==> src/rtl/cordic_vectoring.sv <==
// cordic_vectoring: iterative vectoring-mode CORDIC returning atan2(y, x) in Q3.6
// and the gain-compensated magnitude in Q1.7, one vector at a time.
module cordic_vectoring #(
   parameter int ITER = 8
) (
   input  logic       clk,
   input  logic       rst,
   input  logic       in_valid,
   output logic       in_ready,
   input  logic [7:0] x_in,
   input  logic [7:0] y_in,
   output logic       out_valid,
   input  logic       out_ready,
   output logic [8:0] angle,
   output logic [7:0] magnitude
);
   typedef enum logic [1:0] {IDLE, ROTATE, SCALE, DONE} state_t;
   localparam logic signed [10:0] T [8] = '{11'sd201, 11'sd119, 11'sd63, 11'sd32,
                                            11'sd16, 11'sd8, 11'sd4, 11'sd2};
   state_t state, state_nx;
   logic signed [11:0] x_r, y_r, x_nx, y_nx, xs, ys, xe, ye, mq;
   logic signed [10:0] z_r, z_nx, t;
   logic [2:0] i_r, i_nx;
   logic zero_r, zero_nx, neg;
   logic [8:0] angle_nx;
   logic [7:0] mag_nx;
   assign xe = signed'({{2{x_in[7]}}, x_in, 2'b00});
   assign ye = signed'({{2{y_in[7]}}, y_in, 2'b00});
   assign xs = x_r >>> i_r;
   assign ys = y_r >>> i_r;
   assign t = T[i_r];
   assign neg = y_r[11];
   // X*155/1024 folds the 1/K gain and the Q3.9 -> Q1.7 rescale into one step
   assign mq = 12'((x_r * 22'sd155 + 22'sd512) >>> 10);
   assign in_ready = state == IDLE;
   assign out_valid = state == DONE;
   always_comb begin
      state_nx = state;
      x_nx = x_r;
      y_nx = y_r;
      z_nx = z_r;
      i_nx = i_r;
      zero_nx = zero_r;
      angle_nx = angle;
      mag_nx = magnitude;
      unique case (state)
         IDLE: if (in_valid) begin
            x_nx = !x_in[7] ? xe : (!y_in[7] ? ye : -ye);
            y_nx = !x_in[7] ? ye : (!y_in[7] ? -xe : xe);
            z_nx = !x_in[7] ? 11'sd0 : (!y_in[7] ? 11'sd402 : -11'sd402);
            i_nx = 3'd0;
            zero_nx = x_in == 8'd0 && y_in == 8'd0;
            state_nx = ROTATE;
         end
         ROTATE: begin
            x_nx = neg ? x_r - ys : x_r + ys;
            y_nx = neg ? y_r + xs : y_r - xs;
            z_nx = neg ? z_r - t : z_r + t;
            i_nx = i_r + 3'd1;
            state_nx = i_r == 3'(ITER - 1) ? SCALE : ROTATE;
         end
         SCALE: begin
            angle_nx = zero_r ? 9'd0 : 9'((z_r + 11'sd2) >>> 2);
            mag_nx = zero_r || mq[11] ? 8'd0 : (|mq[10:8] ? 8'hFF : mq[7:0]);
            state_nx = DONE;
         end
         DONE: state_nx = out_ready ? IDLE : DONE;
      endcase
   end
   always_ff @(posedge clk or negedge rst)
      if (!rst) begin
         state <= IDLE;
         x_r <= '0;
         y_r <= '0;
         z_r <= '0;
         i_r <= '0;
         zero_r <= 1'b0;
         angle <= '0;
         magnitude <= '0;
      end else begin
         state <= state_nx;
         x_r <= x_nx;
         y_r <= y_nx;
         z_r <= z_nx;
         i_r <= i_nx;
         zero_r <= zero_nx;
         angle <= angle_nx;
         magnitude <= mag_nx;
      end
endmodule
==> config.mk <==
export PLATFORM = sky130hd
export DESIGN_NAME = cordic_vectoring
export DESIGN_NICKNAME = d
export VERILOG_FILES = /design/src/rtl/cordic_vectoring.sv
export SDC_FILE = /design/constraint.sdc
export NUM_CORES = 1
export LEC_CHECK = 0
export CAP_MARGIN = 20
export CORE_MARGIN = 2
export CORE_UTILIZATION = 45
export CTS_CLUSTER_DIAMETER = 200
export DETAILED_ROUTE_END_ITERATION = 10
export GPL_TIMING_DRIVEN = 0
export MAX_ROUTING_LAYER = met4
export PLACE_DENSITY = 0.72
export SLEW_MARGIN = 40
export SYNTH_ARGS = -nofsm -noshare
export SYNTH_HDL_FRONTEND = slang
export SYNTH_SLANG_ARGS = --single-unit
export TNS_END_PERCENT = 10
==> constraint.sdc <==
create_clock -name clk -period 8 [get_ports clk]
set_clock_uncertainty 0.1 [all_clocks]
set_input_delay 1.6 -clock clk [delete_from_list [all_inputs] [get_ports clk]]
set_output_delay 1.6 -clock clk [all_outputs]
set_load 0.01 [all_outputs]
Word level (Yosys, flattened, before mapping)
Memories as Yosys holds them, arrays and structs flattened.
Cells that the tools add are included.
{"block": "word_totals", "mem_count": 1, "latch_bits": 0, "ramBits": 0, "ff_bits": 58, "rom_bits": 88, "elab_cells": 65}
{"block": "classes", "bitwise_logic": 1, "shift": 2, "eq_ne": 5, "n_lt_le_gt_ge": 1, "n_reduce_logical": 9, "muxes": 26, "n_div": 0, "addsub": 11, "n_mul": 1}
{"name": "(no name shown)", "words": 8, "word_bits": 11, "rd": 1, "rd_ports_with_merged_regs": 0, "write_ports": 0, "line_no": "31", "text": "assign t = T[i_r];"}
{"op": "12-bit 2-to-1 mux", "n": 8}
{"op": "11-bit 2-to-1 mux", "n": 6}
{"op": "12-bit case mux with 2 select lines", "n": 2}
{"op": "12-bit adder", "n": 2}
{"op": "10-bit negator with 12-bit output", "n": 2}
{"op": "12-bit by 3-bit >>> shifter with 12-bit output", "n": 2}
{"op": "12-bit subtractor", "n": 2}
{"op": "21-bit by 11-bit adder with 22-bit output, second input constant", "n": 1}
{"op": "11-bit case mux with 2 select lines", "n": 1}
{"op": "12-bit by 9-bit multiplier with 21-bit output, second input constant", "n": 1}
{"op": "8-bit logical NOT", "n": 2}
{"op": "8-bit 2-to-1 mux", "n": 2}
{"op": "11-bit adder", "n": 1}
{"op": "11-bit by 3-bit adder with 11-bit output, second input constant", "n": 1}
{"op": "11-bit subtractor", "n": 1}
{"op": "9-bit 2-to-1 mux", "n": 1}
{"op": "2-bit case mux with 4 select lines", "n": 1}
{"op": "2-bit 2-to-1 mux", "n": 3}
{"op": "3-bit case mux with 2 select lines", "n": 1}
{"op": "2-bit equality test, second input constant", "n": 2}
{"op": "4-bit >= comparator, second input constant", "n": 1}
{"op": "3-bit inverter with 4-bit output", "n": 1}
{"op": "2-bit AND reduction", "n": 2}
{"op": "3-bit by 1-bit adder with 3-bit output, second input constant", "n": 1}
{"op": "other kinds (9)", "n": 9}

Longest topological paths before layout
Gate-level depths: netlist of run 1.
{"block": "logic_depth", "depth_word": 7, "mapped_depth": 18}

Worst setup path after synthesis of run 1
No wires, ideal clock.
{"block": "synth_timing", "path_kind": "register to register", "start": "reg x_r[10]", "end": "reg magnitude[7]", "arrival_ns": 4.756, "period_less_slack_ns": 4.983, "slack_ns": 3.017, "setup_time_ns": 0.127, "required_ns": 7.773, "stages_incl_launch_ff": 18, "path_cell_list": "dfrtp_1 clkbuf_1 inv_1 ha_1 inv_1 ha_1 fa_1 fa_1 ha_1 ha_1 a21o_1 a21o_1 a21o_1 and2_1 a311oi_1 mux2_2 a222oi_1 inv_1"}
{"block": "synth_between", "elab_chain_len": 5}
{"item": "from (decl)", "line_no": "21", "text": "logic signed [11:0] x_r, y_r, x_nx, y_nx, xs, ys, xe, ye, mq;"}
{"item": "from (signal assigned)", "line_no": "82", "text": "x_r <= x_nx;"}
{"item": "12-bit by 9-bit multiplier with 21-bit output (*)", "line_no": "34", "text": "assign mq = 12'((x_r * 22'sd155 + 22'sd512) >>> 10);"}
{"item": "21-bit by 11-bit adder with 22-bit output (*)", "line_no": "34"}
{"item": "3-bit OR reduction", "line_no": "64", "text": "mag_nx = zero_r || mq[11] ? 8'd0 : (|mq[10:8] ? 8'hFF : mq[7:0]);"}
{"item": "8-bit 2-to-1 mux", "line_no": "64"}
{"item": "8-bit 2-to-1 mux (*)", "line_no": "64"}
{"item": "to (signal assigned)", "line_no": "88", "text": "magnitude <= mag_nx;"}
{"item": "to (decl)", "line_no": "15", "text": "output logic [7:0] magnitude"}
Every way passes the cells marked *; elsewhere a longest branch is shown, timed or not.
A chain may end at the register's enable or synchronous reset.

Final worst setup path of run 1
{"block": "layout_timing", "start": "reg x_r[8]", "end": "reg magnitude[7]"}
The elaborated chain is that of the path after synthesis.

==> summary.txt, run 1 <==
Run status
  – Status: finished, final reports clean

Placed design
  – DPL Wire Length: 15.90 mm
  – PortBufs: 37
  – RePlAce Congestion: 0.9860

Floorplanning
  – DIE AREA: 18,200 um2
  – IO Pins: 39
  – Die height: 134.9 um
  – Core area: 16,640 um2
  – Die W: 134.9 um
  – Num rows: 47
  – Initial core utilization: 0.4635

Setup path
  – Worst reg2reg startpoint: x_r[8]$_DFFE_PN0P_
  – CP endpoint kind: register
  – Required @ worst endpoint: 8130 ps
  – Cells along the critical path: ha_1 > inv_1 > fa_1 > fa_1 > inv_1 > fa_1 > ha_1 > ha_1 > nand4_1 > a2bb2oi_1 > a21oi_1 > a41o_1 > a311oi_1 > mux2_2 > a222oi_1 > inv_1
  – Setup CP Type: register to register
  – Setup slack, reg-to-reg: 2520 ps
  – Slowest cell delay on critical path: 550 ps
  – Setup crit start: x_r[8]$_DFFE_PN0P_
  – Max FO, Critical Path: 10
  – Reg2Reg Capture Point: magnitude[7]$_DFFE_PN0N_
  – CP Launch Type: register
  – Path depth of the worst reg2reg path: 16
  – CP Buf/Inv Count: 3
  – Critical Path AT: 5610 ps
  – Top delay family on crit path: adder cells
  – Crit path max-delay cell type: dfrtp_1

Logic synthesis
  – Ys Warns: 0
  – Synth top area share: 0.1882
  – Post-synth cell types: 78
  – Post-synthesis net count: 1,037
  – Mapped Avg Cell Area: roughly 8.7 um2
  – Async SR Flop Fraction: 1.000
  – Most used DFF post-synth: dfrtp_1
  – Register area share after synthesis: 0.1882
  – Mapped Area: between 7000 and 8000 um2
  – Yosys top cell by area: dfrtp_1
  – Post-synth EDFFs: 0
  – Synth Instances: 884
  – Top area cells in the synthesized netlist: dfrtp_1 19%, ha_1 16%, fa_1 8.3%, xnor2_1 4.2%, nor2_1 3.7%
  – #FFs+latches synth: 58

Clock tree
  – Num CTS Buffers: 9
  – Clock transition at path regs: 50 ps
  – Root Buffer: clkbuf_16
  – Post-cts sizing count: 0
  – Worst-Skew Late Latency: 350 ps
  – Post-CTS Hold Buffers: 0
  – Post-CTS setup repair buffer count: 0
  – Max clock buf depth: 2
  – Clock sink total: between 50 and 60
  – CTS tree: yes
  – H-tree depth: 3

Hold path
  – Hold path start: magnitude[0]$_DFFE_PN0N_
  – Min-delay worst type: register to register
  – Hold depth: 2
  – Hold endpoint: magnitude[0]$_DFFE_PN0N_

Route
  – WL/cell: between 15 and 20 um
  – Avg Vias per Cell: 5.907
  – Drt initial violations: 446
  – Pre-Repair DR Iteration Count: 5
  – DRT Wirelength: approximately 21 mm
  – DRC Markers: 0
  – Final ANT Viol Nets: 0
  – Via count: ~7,000

Global route
  – First-pass GRT wire length: between 30 and 40 mm
  – Grt ovf: 0
  – Vias in the first global route: 6,781
  – Gr usage total: 0.2455
  – Initial antenna violation count: 0
  – Largest net degree at the start of global routing: 40

Final layout
  – P&R area growth vs syn: 13.37%
  – NumNets Final: 1,086
  – Share of cells above drive strength 1: 0.07676
  – ANT cells: 0

STA
  – Final hold vios: 0
  – Slew margin rel.: 0.3668
  – Measured slew at the worst slew-check pin: roughly 940 ps
  – RSZ-0062 raised after global routing: false
  – Max Slew Vio Count: 0
  – Maximum clock frequency: 0.1824 GHz
  – TNS Setup: 0 ps
  – Setup violations, final: 0
  – Final worst path period need: around 5500 ps
  – Period utilization: 0.6853

Run
  – Maxcap violations: 0
cell usage after synthesis (10+ instances only):
cell type / count
a211oi_1: 25
a21oi_1: 50
clkbuf_1: 25
dfrtp_1: 58
fa_1: 32
ha_1: 101
inv_1: 67
mux2i_1: 16
mux4_2: 11
nand2_1: 75
nand2b_1: 12
nand3_1: 16
nor2_1: 77
nor2b_1: 10
nor3_1: 27
o21ai_0: 44
xnor2_1: 37
xor2_1: 27
cells in the final DEF, fill, tap and decap left out, types with 4 or more instances in the layout:
cell type,instances
o21ai_0,44
mux4_2,11
mux2i_1,16
nand4_1,4
o22ai_1,7
or3_1,6
inv_1,67
nor3b_1,7
nor3_1,27
ha_1,101
bufinv_16,4
a31oi_1,7
and3_1,4
nor2b_1,10
a211oi_1,25
clkbuf_1,26
mux2i_4,5
buf_1,5
or2_2,4
clkbuf_16,9
o21ai_1,9
mux2_2,7
nand2_1,75
clkdlybuf4s50_1,36
nand3_1,16
a22o_1,9
nor2_1,77
and2_1,7
dfrtp_1,58
buf_2,5
xnor2_1,37
o211ai_1,7
a21o_1,9
a21oi_1,50
xor2_1,27
nand2b_1,12
fa_1,32
o31ai_1,9
worst max-delay path by stage:
stage | to | cells past startpoint
2_1_floorplan | magnitude[7]$_DFFE_PN0N_ | 17
5_1_grt | magnitude[7]$_DFFE_PN0N_ | 16
3_5_place_dp | magnitude[7]$_DFFE_PN0N_ | 16
4_1_cts | magnitude[7]$_DFFE_PN0N_ | 16
6_report | magnitude[7]$_DFFE_PN0N_ | 16
3_3_place_gp | magnitude[7]$_DFFE_PN0N_ | 16
logic make-up (layout without fill, tap and decap cells):
logic type               Yosys count  in the layout  share of synthesized area
AO/OA/AOI/OAI                    218            218                     0.1891
XOR/XNOR                          64             64                    0.07267
adder cells (fa/ha/maj)          133            133                     0.2469
buffers and inverters            107            161                    0.05628
flip-flops                        58             58                     0.1882
multiplexers                      42             42                    0.08451
AND/OR/NAND/NOR                  262            262                     0.1624
through the flow:
step / utilization / hold slack (ps) / instances / setup WS, ps / cell area [um2]
6_report: 0.5254 / 360.9 / 1158 / 2517 / 8745
5_1_grt: 0.5254 / 411.6 / 1158 / 2135 / 8745
4_1_cts: 0.5254 / 367.1 / 1158 / 2506 / 8745
3_5_place_dp: 0.5033 / 355.5 / 1142 / 2499 / 8377
3_3_place_gp: 0.5023 / 351.2 / 1141 / 2542 / 8359
2_1_floorplan: - / 368.8 / 884 / 3017 / 7714
worst register-to-register path: stages, from the launching register on:
cell and delay (ps):
dfrtp_1 550, ha_1 400, inv_1 60, fa_1 500, fa_1 490, inv_1 50, fa_1 470, ha_1 310
ha_1 320, nand4_1 110, a2bb2oi_1 320, a21oi_1 180, a41o_1 350, a311oi_1 320, mux2_2 450, a222oi_1 320
inv_1 60
registers in the layout (all words and copies together) (netlist names):
| register | count |
|---|---|
| x_r | 12 |
| y_r | 12 |
| z_r | 11 |
| angle | 9 |
| magnitude | 8 |
| i_r | 3 |
| state | 2 |
| zero_r | 1 |
final cells by class:
type / count / area [um2]
fillers: 1543 / 7898
multi-input cells: 719 / 5828
flip-flops and latches: 58 / 1451
repair buffers: 38 / 387.9
well taps: 220 / 275.3
inverters: 68 / 255.2
clock buffers: 11 / 242.7
plain buffers: 39 / 178.9
clock inverters: 5 / 125.1
metal layers:
layer,part of all wire,global-route usage,vias to the layer above,wire length (um)
li1,-,-,3272,-
met5,0,-,-,0
met3,0.060,0.03716,57,1247
met1,0.44,0.3148,3265,9121
met2,0.46,0.3861,246,9571
met4,0.036,0.1064,0,737
Power of run 1 is not shown: default switching activity piles up to over one toggle a cycle in this logic, so the estimate is an artifact.
==> inputs of run 2 (changes only) <==
Settings changed: PLACE_DENSITY 0.72 to 0.74.
Clock period 8 ns to 4.6 ns, I/O delays scaled along.
==> run 2 against run 1 <==
  * The run now ends with negative setup slack left
  * Sequential share of layout area fell by 0.36 points
  * Critical path depth stayed put
  * Count of clock-buffer cells in the layout is 1 higher
  * Global-route usage barely moved
  * Final area is 2.9% higher
  * Hold slack better by 7.9 ps
  * Routed wire length grew 0.87%
  * Critical endpoint unchanged
==> summary.txt, run 2 (same netlist as run 1, synthesis figures left out) <==
Global route
  – Grt ovf: 0
  – Initial antenna violation count: 0
  – Gr usage total: 0.2457
  – Vias in the first global route: 6,744
  – Largest net degree at the start of global routing: 33
  – First-pass GRT wire length: 34.05 mm

Setup path
  – Setup CP Type: register to register
  – Cells along the critical path: ha_4 > inv_1 > fa_1 > fa_1 > inv_1 > fa_2 > fa_1 > ha_4 > o21a_1 > nor2_2 > a21oi_2 > a41o_4 > a311oi_2 > mux2_4 > a222oi_1 > inv_1
  – Required @ worst endpoint: ~4700 ps
  – Slowest cell delay on critical path: 550 ps
  – Max FO, Critical Path: 6
  – Path depth of the worst reg2reg path: 16
  – CP endpoint kind: register
  – Crit path max-delay cell type: fa_1
  – CP Launch Type: register
  – Critical Path AT: 4970 ps

Route
  – Pre-Repair DR Iteration Count: 5
  – Final ANT Viol Nets: 0
  – DRC Markers: 0
  – Max layer used: met4
  – Met3 routed WL: ~1.5 mm
  – WL/cell: 17.83 um
  – Met1 WL: 8.955 mm
  – Avg Vias per Cell: 5.932
  – Drt initial violations: 454
  – DRT Wirelength: between 20 and 25 mm
  – Via count: 6,941
  – DR WL met2: 9.834 mm

Placed design
  – DPL Wire Length: 15.82 mm
  – RePlAce Congestion: 1.011
  – PortBufs: 37

Final layout
  – ANT cells: 0
  – Filler instances: 1,485
  – Share of cells above drive strength 1: 0.1200
  – P&R area growth vs syn: 16.61%
  – Biggest regs: x_r: 12 flops, y_r: 12 flops, z_r: 11 flops
  – NumNets Final: 1,098
  – Final core occ: 0.5405
  – Most frequent cells in the layout: 95 x ha_1, 76 x nor2_1, 75 x nand2_1
  – Commonest non-fill, non-tap cell in the layout: ha_1

Floorplanning
  – Die height: 134.9 um
  – Die W: 134.9 um
  – DIE AREA: between 15,000 and 20,000 um2
  – Num rows: 47
  – Initial core utilization: 0.4635
  – Core area: 16,640 um2
  – IO Pins: 39

STA
  – Slew margin rel.: 0.3947
  – Maximum clock frequency: approximately 0.21 GHz
  – Final hold vios: 0
  – Final worst path period need: 4839 ps
  – Measured slew at the worst slew-check pin: 898.4 ps
  – RSZ-0062 raised after global routing: true
  – Max Slew Vio Count: 0
  – Fin worst setup slack: -239.1 ps
  – Setup violations, final: 8
  – Period utilization: 1.052

Clock tree
  – Worst-Skew Late Latency: 350 ps
  – Clock transition at path regs: 50 ps
  – Max clock buf depth: 2
  – Num CTS Buffers: 9
  – H-tree depth: 3
  – CTS tree: yes
  – Root Buffer: clkbuf_16
  – Clock sink total: 58

Run status
  – Failing checks: negative setup slack
  – Status: complete, but fails checks

Run
  – Maxcap violations: 0

Hold path
  – Hold depth: 2
  – Min-delay worst type: register to register
[run 2: metal layers]
| metal | global-route usage | up-vias |
|---|---|---|
| met5 | - | - |
| met4 | 0.08304 | 0 |
| met3 | 0.04955 | 46 |
| met2 | 0.3889 | 246 |
| met1 | 0.3150 | 3351 |
| li1 | - | 3298 |
[run 2: metrics by stage]
stage / area (um2) / setup WS (ps) / setup TNS, ps / hold WS (ps) / instances
6_report: 8995 / -239.1 / -1361 / 368.8 / 1170
3_3_place_gp: 8424 / -543.5 / -3309 / 354.0 / 1141
5_1_grt: 8995 / -419.8 / -2611 / 390.3 / 1170
2_1_floorplan: 7779 / -113.2 / -113.2 / 368.8 / 884
4_1_cts: 8925 / -227.1 / -1516 / 369.3 / 1170
3_5_place_dp: 8442 / -626.0 / -3865 / 357.9 / 1142
[run 2: worst max-delay path, delay by kind of cell (launching register included)]
family | cells | cell delay, ps
adder cells (fa/ha/maj) | 6 | 2390
AO/OA/AOI/OAI | 5 | 1110
flip-flops | 1 | 460
multiplexers | 1 | 350
buffers and inverters | 3 | 180
AND/OR/NAND/NOR | 1 | 140
[run 2: timing repair]
item                       CTS  global route
gates resized for setup     12            13
pin swaps                    1            10
gates cloned                 0             0
hold buffers                 0             0
buffers inserted            12             0
setup endpoints to repair    8            10
[run 2: area by class of cell]
class	count	area, um2	area share
clock inverter	4	72.57	0.008068
multi-input combinational	719	5983	0.6652
inverter	68	255.2	0.02838
timing repair buffer	50	490.5	0.05453
tap	220	275.3	0.03060
clock buffer	12	266.5	0.02963
buffer	39	191.4	0.02128
sequential	58	1460	0.1623
[run 2: worst paths after layout]
kind / startpoint / end / slack [ps]
worst min register to register: magnitude[4]$_DFFE_PN0N_ / magnitude[4]$_DFFE_PN0N_ / 370
max in group asynchronous: rst / x_r[3]$_DFFE_PN0P_ / 3480
min in group asynchronous: rst / angle[0]$_DFFE_PN0N_ / 390
worst min-delay path: magnitude[4]$_DFFE_PN0N_ / magnitude[4]$_DFFE_PN0N_ / 370
worst max register to register: x_r[8]$_DFFE_PN0P_ / magnitude[7]$_DFFE_PN0N_ / -240
worst max-delay path: x_r[8]$_DFFE_PN0P_ / magnitude[7]$_DFFE_PN0N_ / -240
Power of run 2 is left out for the same reason.
